File: src/rtl/toy_pack.sv
// Shared constants and types for the BPU fetch reorder buffer.
package toy_pack;

  localparam int BPU_ROB_DEPTH    = 8;
  localparam int FETCH_DATA_WIDTH = 32;
  localparam int BPU_ROB_PTR_W    = $clog2(BPU_ROB_DEPTH);

  // Index plus one wrap bit in the MSB.
  typedef logic [BPU_ROB_PTR_W:0] bpu_rob_ptr_t;

endpackage

File: src/rtl/toy_bpu_rob_ptr.sv
// Wrap-bit ring pointer: increments by one, clears to zero, exposes index/wrap split.
module toy_bpu_rob_ptr #(
  parameter int PTR_W = 3
) (
  input  logic             clk,
  input  logic             rst,
  input  logic             inc_i,
  input  logic             clr_i,
  output logic [PTR_W:0]   ptr_o,
  output logic [PTR_W-1:0] idx_o,
  output logic             wrap_o
);

  logic [PTR_W:0] ptr_q;
  logic [PTR_W:0] ptr_d;

  // NOTE: ptr_d gets its hold value before any branch so no path leaves it unassigned (no latch).
  always_comb begin
    ptr_d = ptr_q;
    if (clr_i) begin
      ptr_d = '0;
    end else if (inc_i) begin
      ptr_d = ptr_q + 1'b1;
    end
  end

  // NOTE: state registers use non-blocking assignment so every flop samples pre-edge values.
  always_ff @(posedge clk) begin
    if (rst) begin
      ptr_q <= '0;
    end else begin
      ptr_q <= ptr_d;
    end
  end

  assign ptr_o  = ptr_q;
  assign idx_o  = ptr_q[PTR_W-1:0];
  assign wrap_o = ptr_q[PTR_W];

endmodule

File: src/rtl/toy_bpu_rob_ctrl.sv
// Allocation and in-order retirement control for the BPU fetch reorder buffer.
module toy_bpu_rob_ctrl
  import toy_pack::*;
#(
  parameter int ROB_DEPTH = BPU_ROB_DEPTH,
  localparam int PTR_W    = $clog2(ROB_DEPTH)
) (
  input  logic                                clk,
  input  logic                                rst,
  input  logic                                req_vld,
  output logic                                req_rdy,
  output logic [PTR_W-1:0]                    req_rob_id,
  output logic [ROB_DEPTH-1:0]                icache_prealloc,
  input  logic [ROB_DEPTH-1:0]                entry_wait_0,
  input  logic [ROB_DEPTH-1:0]                entry_valid,
  input  logic [ROB_DEPTH-1:0]                entry_invalid,
  input  logic [ROB_DEPTH*FETCH_DATA_WIDTH-1:0] entry_pld,
  output logic [ROB_DEPTH-1:0]                filter_rden,
  output logic [ROB_DEPTH-1:0]                filter_bypass,
  input  logic                                fe_ctrl_flush,
  output logic                                out_vld,
  input  logic                                out_rdy,
  output logic [FETCH_DATA_WIDTH-1:0]         out_pld,
  output logic [PTR_W-1:0]                    out_rob_id,
  output logic [PTR_W:0]                      rob_cnt,
  output logic                                rob_empty,
  output logic                                rob_full
);

  localparam logic [ROB_DEPTH-1:0] LSB_ONE = {{(ROB_DEPTH-1){1'b0}}, 1'b1};

  logic [PTR_W:0]   head_ptr, tail_ptr;
  logic [PTR_W-1:0] head_idx, tail_idx;
  logic             head_wrap, tail_wrap;
  logic             alloc, head_inc;
  logic             can_retire, head_invalid, head_valid;

  toy_bpu_rob_ptr #(.PTR_W(PTR_W)) u_head (
    .clk    (clk),
    .rst    (rst),
    .inc_i  (head_inc),
    .clr_i  (fe_ctrl_flush),
    .ptr_o  (head_ptr),
    .idx_o  (head_idx),
    .wrap_o (head_wrap)
  );

  toy_bpu_rob_ptr #(.PTR_W(PTR_W)) u_tail (
    .clk    (clk),
    .rst    (rst),
    .inc_i  (alloc),
    .clr_i  (fe_ctrl_flush),
    .ptr_o  (tail_ptr),
    .idx_o  (tail_idx),
    .wrap_o (tail_wrap)
  );

  assign rob_empty = (head_ptr == tail_ptr);
  assign rob_full  = (head_idx == tail_idx) && (head_wrap != tail_wrap);
  assign rob_cnt   = tail_ptr - head_ptr;

  // A slot whose pre-flush icache ack is still in flight cannot be handed out again.
  assign req_rdy         = ~rob_full & ~entry_wait_0[tail_idx] & ~fe_ctrl_flush;
  assign alloc           = req_vld & req_rdy;
  assign req_rob_id      = tail_idx;
  assign icache_prealloc = alloc ? (LSB_ONE << tail_idx) : '0;

  assign can_retire   = ~rob_empty & ~fe_ctrl_flush;
  assign head_invalid = entry_invalid[head_idx];
  assign head_valid   = entry_valid[head_idx];

  // Killed heads release without a downstream handshake; out_vld never looks at out_rdy.
  assign out_vld       = can_retire & ~head_invalid & head_valid;
  assign filter_bypass = (can_retire & head_invalid) ? (LSB_ONE << head_idx) : '0;
  assign filter_rden   = (out_vld & out_rdy) ? (LSB_ONE << head_idx) : '0;
  assign head_inc      = (can_retire & head_invalid) | (out_vld & out_rdy);

  assign out_rob_id = head_idx;
  assign out_pld    = entry_pld[head_idx*FETCH_DATA_WIDTH +: FETCH_DATA_WIDTH];

`ifndef SYNTHESIS
  always @(posedge clk) begin
    if (!rst) begin
      a_retire_onehot : assert ($onehot0(filter_rden | filter_bypass));
      a_alloc_onehot  : assert ($onehot0(icache_prealloc));
    end
  end
`endif

endmodule
File: config.mk
export PLATFORM = sky130hd
export DESIGN_NAME = toy_bpu_rob_ctrl
export DESIGN_NICKNAME = d
export VERILOG_FILES = /design/src/rtl/toy_pack.sv /design/src/rtl/toy_bpu_rob_ptr.sv /design/src/rtl/toy_bpu_rob_ctrl.sv
export SDC_FILE = /design/constraint.sdc
export NUM_CORES = 1
export LEC_CHECK = 0
export ABC_AREA = 1
export CORE_AREA = 2 2 137 139
export DETAILED_ROUTE_END_ITERATION = 7
export DIE_AREA = 0 0 139 141
export PLACE_DENSITY = 0.6
export SYNTH_ARGS = -nofsm -noshare
export SYNTH_HDL_FRONTEND = slang
export SYNTH_SLANG_ARGS = --single-unit
File: constraint.sdc
create_clock -name clk -period 7.4 [get_ports clk]
set_input_delay 1.48 -clock clk [delete_from_list [all_inputs] [get_ports clk]]
set_output_delay 1.48 -clock clk [all_outputs]
set_load 0.02 [all_outputs]
==> results of run 1 <==
==> power groups by stage <==
stage	Combinational, W	Clock (W)	Sequential [W]
6_report	0.000347	0.0000962	0.0000501
4_1_cts	0.000350	0.0000982	0.0000503
3_3_place_gp	0.000347	0	0.0000510
2_1_floorplan	0.000130	0	0.0000477
5_1_grt	0.000376	0.000102	0.0000508
3_5_place_dp	0.000348	0	0.0000510
==> flip-flops by register name, summed over array words and instances (netlist names) <==
| signal | count |
|---|---|
| u_tail.ptr_o | 4 |
| u_head.ptr_o | 4 |
==> area by class of cell <==
type                            instances  area (um^2)
Tap cell                              234          293
Clock buffer                            4         78.8
Inverter                               26         98.8
Timing Repair Buffer                  360         3590
Multi-Input combinational cell        561         2740
Fill cell                            1977        11300
Sequential cell                         8          165
==> cell usage after synthesis, drive strengths merged, types with 3 or more instances <==
library cell | instances | area (um^2)
dfxtp | 8 | 160
ha | 15 | 188
nor2 | 269 | 1020
nand2 | 33 | 129
o22ai | 32 | 200
nor3 | 12 | 90.1
o21ai | 139 | 696
clkbuf | 24 | 90.1
nand3 | 14 | 87.6
xor2 | 3 | 26.3
inv | 25 | 93.8
a31oi | 32 | 200
a21oi | 7 | 46.3
buf | 32 | 184
==> metrics by stage <==
stage	area, um^2	util (%)
4_1_cts	6960	38.1
3_5_place_dp	6880	37.7
5_1_grt	6960	38.1
3_3_place_gp	6880	37.7
6_report	6960	38.1
2_1_floorplan	3270	-
==> final timing paths <==
check                           slack, ns                         start  cells after the start                           end
worst max-delay path                 2.35              entry_invalid[6]                      8              filter_bypass[5]
worst max register to register       4.72  u_head.ptr_o[0]$_SDFFE_PP0P_                      9  u_head.ptr_o[3]$_SDFFE_PP0P_
worst min-delay path                 0.49  u_tail.ptr_o[3]$_SDFFE_PP0P_                      2  u_tail.ptr_o[3]$_SDFFE_PP0P_
worst min register to register       0.49  u_tail.ptr_o[3]$_SDFFE_PP0P_                      2  u_tail.ptr_o[3]$_SDFFE_PP0P_
==> per-layer routing <==
layer / routed length (um) / part of all wire, %
met3: 1140 / 6.2
met2: 8920 / 49
met1: 7760 / 43
met4: 403 / 2.2
met5: 0 / 0
==> cell usage in the layout, fill, tap and decap left out, types with 2 or more instances in the layout <==
master	count
inv_2	3
a31oi_1	32
buf_4	6
a21oi_2	3
o21ai_1	18
nand2_1	31
o21ai_0	121
dfxtp_1	6
o22ai_1	32
xor2_1	3
nor2_1	267
nor2_4	2
a21oi_1	4
clkbuf_16	3
inv_1	21
ha_1	15
nor3_2	6
nand2_2	2
nor3_1	6
nand3_1	12
clkdlybuf4s50_1	354
==> cells by family (layout without fill, tap and decap cells) <==
group           after synthesis  count (layout)  share of synthesized area [%]
compound gates              211             211                           35.2
xor+xnor                      4               4                           1.07
fa+ha+maj                    16              16                           6.36
buf+inv                      82             390                           11.4
flops                         8               8                           4.90
simple gates                330             330                           41.1
==> critical path: cells and delay by family <==
kind | cells | cell delay (ns)
buffers and inverters | 2 | 1.08
AO/OA/AOI/OAI | 1 | 0.07
AND/OR/NAND/NOR | 5 | 0.92
==> out/metrics.cfg, run 1 <==
[final_layout]
fin_nets = 1261
instances_no_fill = 1193
drive_gt1_share_pct = 3.13
area_growth_pct = 113
antenna_cells = 0

[cts]
worstSkewPairLatency_ns = 0.23
clkTransAtPathRegs_ns = 0.04
cts_resized = 0
cts_buffer_depth = 2
cts-buffers-inserted = 3
clock_sinks = 8
htree_levels = 1
post_cts_buffers = 0
ctsHoldBuffers = 0
cts_root_buf = clkbuf_16
cts_tree = yes

[grt]
grtUsageMet2_pct = 30.3
grt_pass1_wl_um = 28000
grtUsageMet3_pct = 3.16
grt-ovfl-total = 0
use_met1_pct = 22.3
antenna_found_initial = 0
grt_start_max_net_pins = 84
grtUsageTotal_pct = 17.3
grt.busiest_layer = met2
grt_pass1_vias = 5114

[detailed_routing]
routed_wl_um = 18200
drt_iter0_markers = 256
vias_per_cell = 4.52
drt-wirelength-per-cell_um = 15.3
dr.pass1.iters = 4
num_vias = 5389
drcViolationCount = 0
drtAntennaViolNets = 0

[timing]
whs_ns = 0.487
layout_min_cycle_time_ns = 5.05
timing.fmax_mhz = 198
slew_viol_final = 0
setup_viol = 0
hold_violations = 0
finalCritPeriodShare_pct = 68.2
fin_ws_ns = 2.35
clock_skew_ns = 0.000670
tns_ns = 0
tightest_slew_ns = 0.899
maxSlewHeadroom_pct = 40.1
rsz0062_at_grt = no

[power]
power.share.switching_pct = 33.6
p_leak_nw = 2.66
power.internal_w = 0.000328
power_frac_seq_pct = 10.1
power_density_nw_per_um2 = 70.9
combPwrFrac_pct = 70.4
p_total_w = 0.000494
power_frac_clock_pct = 19.5
ir_worst_vdd_v = 0.0000596
switchingPower_w = 0.000166

[critical_path]
cp_max_fo = 16
startpoint_type = input pin
crit_chain = clkdlybuf4s50_1 > nor2_1 > nor2_1 > o21ai_1 > nand3_1 > nand3_2 > nor3_1 > clkdlybuf4s50_1
arrival_ns = 3.57
crit_type = input pin to output pin
worstPathRequired_ns = 5.92
crit_path_top_delay_cell = clkdlybuf4s50_1
crit_path_end_kind = output pin
slowest_delay_ns = 0.63

[floorplan]
start_util_pct = 17.9
core_area_um2 = 18300
io_pins = 355
num_rows = 50
dieHeight_um = 141
die_area_um2 = 19600
die_w_um = 139

[synth]
synth-edff-count = 0
ys_warn_count = 0
synthArstFlopShare_pct = 0
synth_cells = 651
synthesis.nets = 952
syn_avg_cell_area_um2 = 5.02
netlist_area_um2 = 3270
synth_seq_cells = 8
synth_cell_type_count = 31
yosys_most_used_dff = dfxtp_1
seq_area_frac_synth_pct = 4.90

[min_path]
hp-class = flop to flop

[outcome]
status = complete, no violations

[placed_design]
placedCellCount = 1189
place.gp.congestion = 0.890
place_hpwl_um = 13800
port-buffer-count = 354
dp_slack_ns = 2.37

[flow_run]
drv_cap = 0

(Power assumes the default switching activity.)
==> run 2, diff against run 1 <==
--- a/config.mk
+++ b/config.mk
@@ -6,10 +6,10 @@
 export NUM_CORES = 1
 export LEC_CHECK = 0
 export ABC_AREA = 1
-export CORE_AREA = 2 2 137 139
+export CORE_AREA = 2 2 138 140
 export DETAILED_ROUTE_END_ITERATION = 7
-export DIE_AREA = 0 0 139 141
-export PLACE_DENSITY = 0.6
+export DIE_AREA = 0 0 140 142
+export PLACE_DENSITY = 0.59
 export SYNTH_ARGS = -nofsm -noshare
 export SYNTH_HDL_FRONTEND = slang
 export SYNTH_SLANG_ARGS = --single-unit
==> constraint.sdc (replaced) <==
create_clock -name clk -period 4.9 [get_ports clk]
set_input_delay 0.98 -clock clk [delete_from_list [all_inputs] [get_ports clk]]
set_output_delay 0.98 -clock clk [all_outputs]
set_load 0.02 [all_outputs]
==> run 2 against run 1 <==
Against the previous run: design area is 0.74% higher; the run now ends with design-rule violations left; non-clock buffer count increased by 5; flip-flop and latch count stayed put; largest cell class unchanged; via count rose by 1.7%; critical path type unchanged; global-route usage grew 0.84 points; combinational power increased by 54%; highest routed layer unchanged; setup slack got worse by 1.5 ns; worst hold slack improved by 0.014 ns.
==> out/metrics.cfg, run 2 (same netlist as run 1, synthesis figures left out) <==
[final_layout]
final_common_cell = clkdlybuf4s50_1
antenna_cells = 0
fin_nets = 1266
fin_util_pct = 38.0
final_cell_mix = clkdlybuf4s50_1, nor2_1, o21ai_0
fill_cells = 2019
area_growth_pct = 115
drive_gt1_share_pct = 3.63

[critical_path]
crit_chain = clkdlybuf4s50_1 > nand2_1 > nand2_1 > nand2_1 > nand3_1 > nand3_2 > nor3_1 > clkdlybuf4s50_1
cp_top_family = buffers and inverters
worstSetupStartpoint = entry_invalid[3]
crit_path_top_delay_cell = clkdlybuf4s50_1
cp_common_cell = nand2_1
crit_type = input pin to output pin
worstPathRequired_ns = 3.92
reg2reg_from = u_head.ptr_o[0]$_SDFFE_PP0P_
startpoint_type = input pin
crit_path_end_kind = output pin
slowest_delay_ns = 0.64
cp.buffers_inverters = 2
cp_max_fo = 16
arrival_ns = 3.08

[cts]
cts_buffer_depth = 2
clkTransAtPathRegs_ns = 0.04
cts-buffers-inserted = 3
worstSkewPairLatency_ns = 0.23
clock_sinks = 8
cts_root_buf = clkbuf_16
post_cts_buffers = 0
cts_resized = 0
ctsHoldBuffers = 0
cts_tree = yes
htree_levels = 1

[timing]
maxSlewHeadroom_pct = 41.1
timing.fmax_mhz = 246
clock_skew_ns = 0.00374
setup_viol = 0
hold_violations = 0
whs_ns = 0.501
slew_viol_final = 0
tns_ns = 0
rsz0062_at_grt = no
tightest_slew_ns = 0.883
finalCritPeriodShare_pct = 82.9
layout_min_cycle_time_ns = 4.06

[detailed_routing]
drt-wirelength-per-cell_um = 15.9
num_vias = 5480
routed_wl_um = 19100
drt_iter0_markers = 265
drcViolationCount = 20
dr.pass1.iters = 7
drtAntennaViolNets = 0
vias_per_cell = 4.57

[power]
power_density_nw_per_um2 = 107
p_leak_nw = 2.69
ir_worst_vdd_v = 0.000111

[placed_design]
place.gp.congestion = 0.917
port-buffer-count = 354
place_hpwl_um = 14700

[min_path]
hp-class = flop to flop
min_from = u_tail.ptr_o[3]$_SDFFE_PP0P_

[grt]
grtUsageTotal_pct = 18.2
grt_pass1_vias = 5196
grt_pass1_wl_um = 29100
grt_start_max_net_pins = 75
antenna_found_initial = 0
grt-ovfl-total = 0

[floorplan]
start_util_pct = 17.7
die_area_um2 = 19900
io_pins = 355
die_w_um = 140
num_rows = 50
core_area_um2 = 18500
dieHeight_um = 142

[flow_run]
drv_cap = 0

[outcome]
status = complete, but fails checks
violations = design-rule violations

[run 2: cell types whose count changed in the layout (fill, tap and decap cells not counted), sizes merged]
cell,previous run,this run
inv,24,25
clkinv,2,1
buf,6,11
[run 2: metal layers]
layer	track usage (%)	wire length [um]	share of wire (%)	vias up
met5	0	0	0	-
met4	4.52	516	2.7	0
met3	3.90	1480	7.8	32
met2	31.6	9180	48	232
met1	22.9	7910	41	2405
li1	-	-	-	2811
[run 2: final cells by class]
type                    instances  area (um^2)  share of cell area [%]
clock buffers                   4         78.8                    1.12
flip-flops and latches          8          165                    2.36
repair buffers                365         3640                    51.9
multi-input cells             561         2740                    39.0
well taps                     234          293                    4.18
inverters                      26          100                    1.43
[run 2: metrics by stage]
stage / total power, W / std cells / area [um^2] / worst slack, ns
floorplan: 0.000269 / 651 / 3270 / 1.39
global placement: 0.000607 / 1194 / 6930 / 0.853
detailed placement: 0.000608 / 1194 / 6930 / 0.827
CTS: 0.000754 / 1198 / 7010 / 0.824
global route: 0.000799 / 1198 / 7010 / 0.636
finish: 0.000748 / 1198 / 7010 / 0.838
[run 2: report_power, final]
group | internal [W] | switching [W] | total [W]
logic | 0.000322 | 0.000212 | 0.000534
registers | 0.0000668 | 0.00000551 | 0.0000723
clock network | 0.000109 | 0.0000332 | 0.000142
total | 0.000497 | 0.000251 | 0.000748
[run 2: path summary, 6_finish.rpt]
kind                                   to  slack [ns]  depth (start not counted)
max                      filter_bypass[2]        0.84                          8
min          u_tail.ptr_o[3]$_SDFFE_PP0P_        0.50                          2
min reg2reg  u_tail.ptr_o[3]$_SDFFE_PP0P_        0.50                          2
max reg2reg  u_head.ptr_o[3]$_SDFFE_PP0P_        2.69                          9
[run 2: worst min-delay path: stages, from the launching register on]
cell      delay [ns]
dfxtp_1         0.33
nand2_1         0.07
a21boi_1        0.05
==> run 3, diff against run 2 <==
--- a/config.mk
+++ b/config.mk
@@ -6,10 +6,10 @@
 export NUM_CORES = 1
 export LEC_CHECK = 0
 export ABC_AREA = 1
-export CORE_AREA = 2 2 138 140
+export CORE_AREA = 2 2 137 139
 export DETAILED_ROUTE_END_ITERATION = 7
-export DIE_AREA = 0 0 140 142
-export PLACE_DENSITY = 0.59
+export DIE_AREA = 0 0 139 141
+export PLACE_DENSITY = 0.62
 export SYNTH_ARGS = -nofsm -noshare
 export SYNTH_HDL_FRONTEND = slang
 export SYNTH_SLANG_ARGS = --single-unit
==> constraint.sdc (replaced) <==
create_clock -name clk -period 3.7 [get_ports clk]
set_input_delay 0.74 -clock clk [delete_from_list [all_inputs] [get_ports clk]]
set_output_delay 0.74 -clock clk [all_outputs]
set_load 0.02 [all_outputs]
==> run 3 against run 2 <==
Against the previous run: worst hold slack lost 0.011 ns; combinational power grew 34%; via count grew 0.60%; count of clock-buffer cells in the layout is the same; the flow now finishes without violations; power grew 33%; non-clock buffer count grew 6; largest power group unchanged; flip-flop and latch count is the same; largest cell class unchanged; core utilization grew 0.77 points; clock skew grew 0.00073 ns; cell count grew 0.50%.
==> out/metrics.cfg, run 3 (same netlist as run 1, synthesis figures left out) <==
[floorplan]
num_rows = 50
die_w_um = 139
core_area_um2 = 18300
dieHeight_um = 141
io_pins = 355
die_area_um2 = 19600
start_util_pct = 17.9

[grt]
grt_start_max_net_pins = 75
grtUsageMet2_pct = 31.9
antenna_found_initial = 0
grtUsageTotal_pct = 17.8
grt.busiest_layer = met2
grt_pass1_vias = 5271
use_met1_pct = 21.7
grt-ovfl-total = 0
grt_pass1_wl_um = 28700
grtUsageMet3_pct = 3.67

[timing]
layout_min_cycle_time_ns = 3.39
clock_skew_ns = 0.00447
hold_violations = 0
timing.fmax_mhz = 295
whs_ns = 0.490
setup_viol = 0
slew_viol_final = 0
maxSlewHeadroom_pct = 58.7
tns_ns = 0
rsz0062_at_grt = no
finalCritPeriodShare_pct = 91.6
tightest_slew_ns = 0.618

[final_layout]
instances_no_fill = 1204
final_common_cell = clkdlybuf4s50_1
area_growth_pct = 117
fin_nets = 1272
antenna_cells = 0
final_cell_area_um2 = 7080
final_cell_mix = clkdlybuf4s50_1, nor2_1, o21ai_0
drive_gt1_share_pct = 4.23

[critical_path]
crit_path_end_kind = output pin
cp_max_fo = 9
r2r_cells = 10
worstPathRequired_ns = 2.96
crit_type = flop to output pin
arrival_ns = 2.65
startpoint_type = flop

[detailed_routing]
drt-wirelength-per-cell_um = 15.4
drtAntennaViolNets = 0
drcViolationCount = 0
drt_iter0_markers = 277
num_vias = 5513
dr.pass1.iters = 4
vias_per_cell = 4.58
routed_wl_um = 18600

[flow_run]
drv_cap = 0

[cts]
cts_resized = 0
cts_buffer_depth = 2
post_cts_buffers = 0
cts_root_buf = clkbuf_16
clock_sinks = 8
cts_tree = yes
clkTransAtPathRegs_ns = 0.04
cts-buffers-inserted = 3
ctsHoldBuffers = 0
htree_levels = 1
worstSkewPairLatency_ns = 0.24

[placed_design]
port-buffer-count = 354
placedCellCount = 1200
place.gp.congestion = 0.880
place_hpwl_um = 14400
place_area_um2 = 7000

[power]
ir_worst_vdd_v = 0.000121
p_leak_nw = 2.73
power_density_nw_per_um2 = 141
p_total_w = 0.000997

[min_path]
hp-class = flop to flop
holdPathStages = 2

[outcome]
status = complete, no violations

## run 3: changes by cell type in the layout (fill, tap and decap cells not counted), sizes merged
cell,before,now
buf,11,17
## run 3: where the power goes
part / total (W) / switching, W / internal [W] / leakage [nW]
Sequential: 0.0000921 / 0.00000366 / 0.0000884 / 0.0659
Clock: 0.000190 / 0.0000462 / 0.000144 / 0.0382
Combinational: 0.000715 / 0.000285 / 0.000430 / 2.63
## run 3: path summary, 6_finish.rpt
kind	from	end	slack [ns]
worst max-delay path	u_tail.ptr_o[1]$_SDFFE_PP0P_	icache_prealloc[4]	0.31
worst min-delay path	u_tail.ptr_o[3]$_SDFFE_PP0P_	u_tail.ptr_o[3]$_SDFFE_PP0P_	0.49
worst max register to register	u_head.ptr_o[0]$_SDFFE_PP0P_	u_head.ptr_o[1]$_SDFFE_PP0P_	1.66
worst min register to register	u_tail.ptr_o[3]$_SDFFE_PP0P_	u_tail.ptr_o[3]$_SDFFE_PP0P_	0.49
## run 3: cell type report
cell class              instances  area, um^2
clock buffers                   4        78.8
fillers                      2000       11200
inverters                      26         100
multi-input cells             561        2740
flip-flops and latches          8         165
well taps                     234         293
repair buffers                371        3710
## run 3: critical path: stages (launching register included)
cell and delay (ns):
dfxtp_1 0.51, ha_1 0.29, nand2_1 0.08, nor2_1 0.07, inv_1 0.07, nor2_1 0.05
nor2_1 0.18, nand3_1 0.17, nor2_4 0.18, nand2_1 0.11, nor2_1 0.10, clkdlybuf4s50_1 0.61
## run 3: per-stage QoR
stage	setup WS (ns)	utilization (%)
after floorplan	0.435	-
after global placement	0.314	38.3
after detailed placement	0.299	38.3
after CTS	0.298	38.8
after global routing	0.0685	38.8
final	0.311	38.8
## run 3: routing by layer
metal / up-vias / share of wire, %
li1: 2825 / -
met5: - / 0
met3: 30 / 6.5
met1: 2440 / 42
met4: 0 / 2.7
met2: 218 / 49
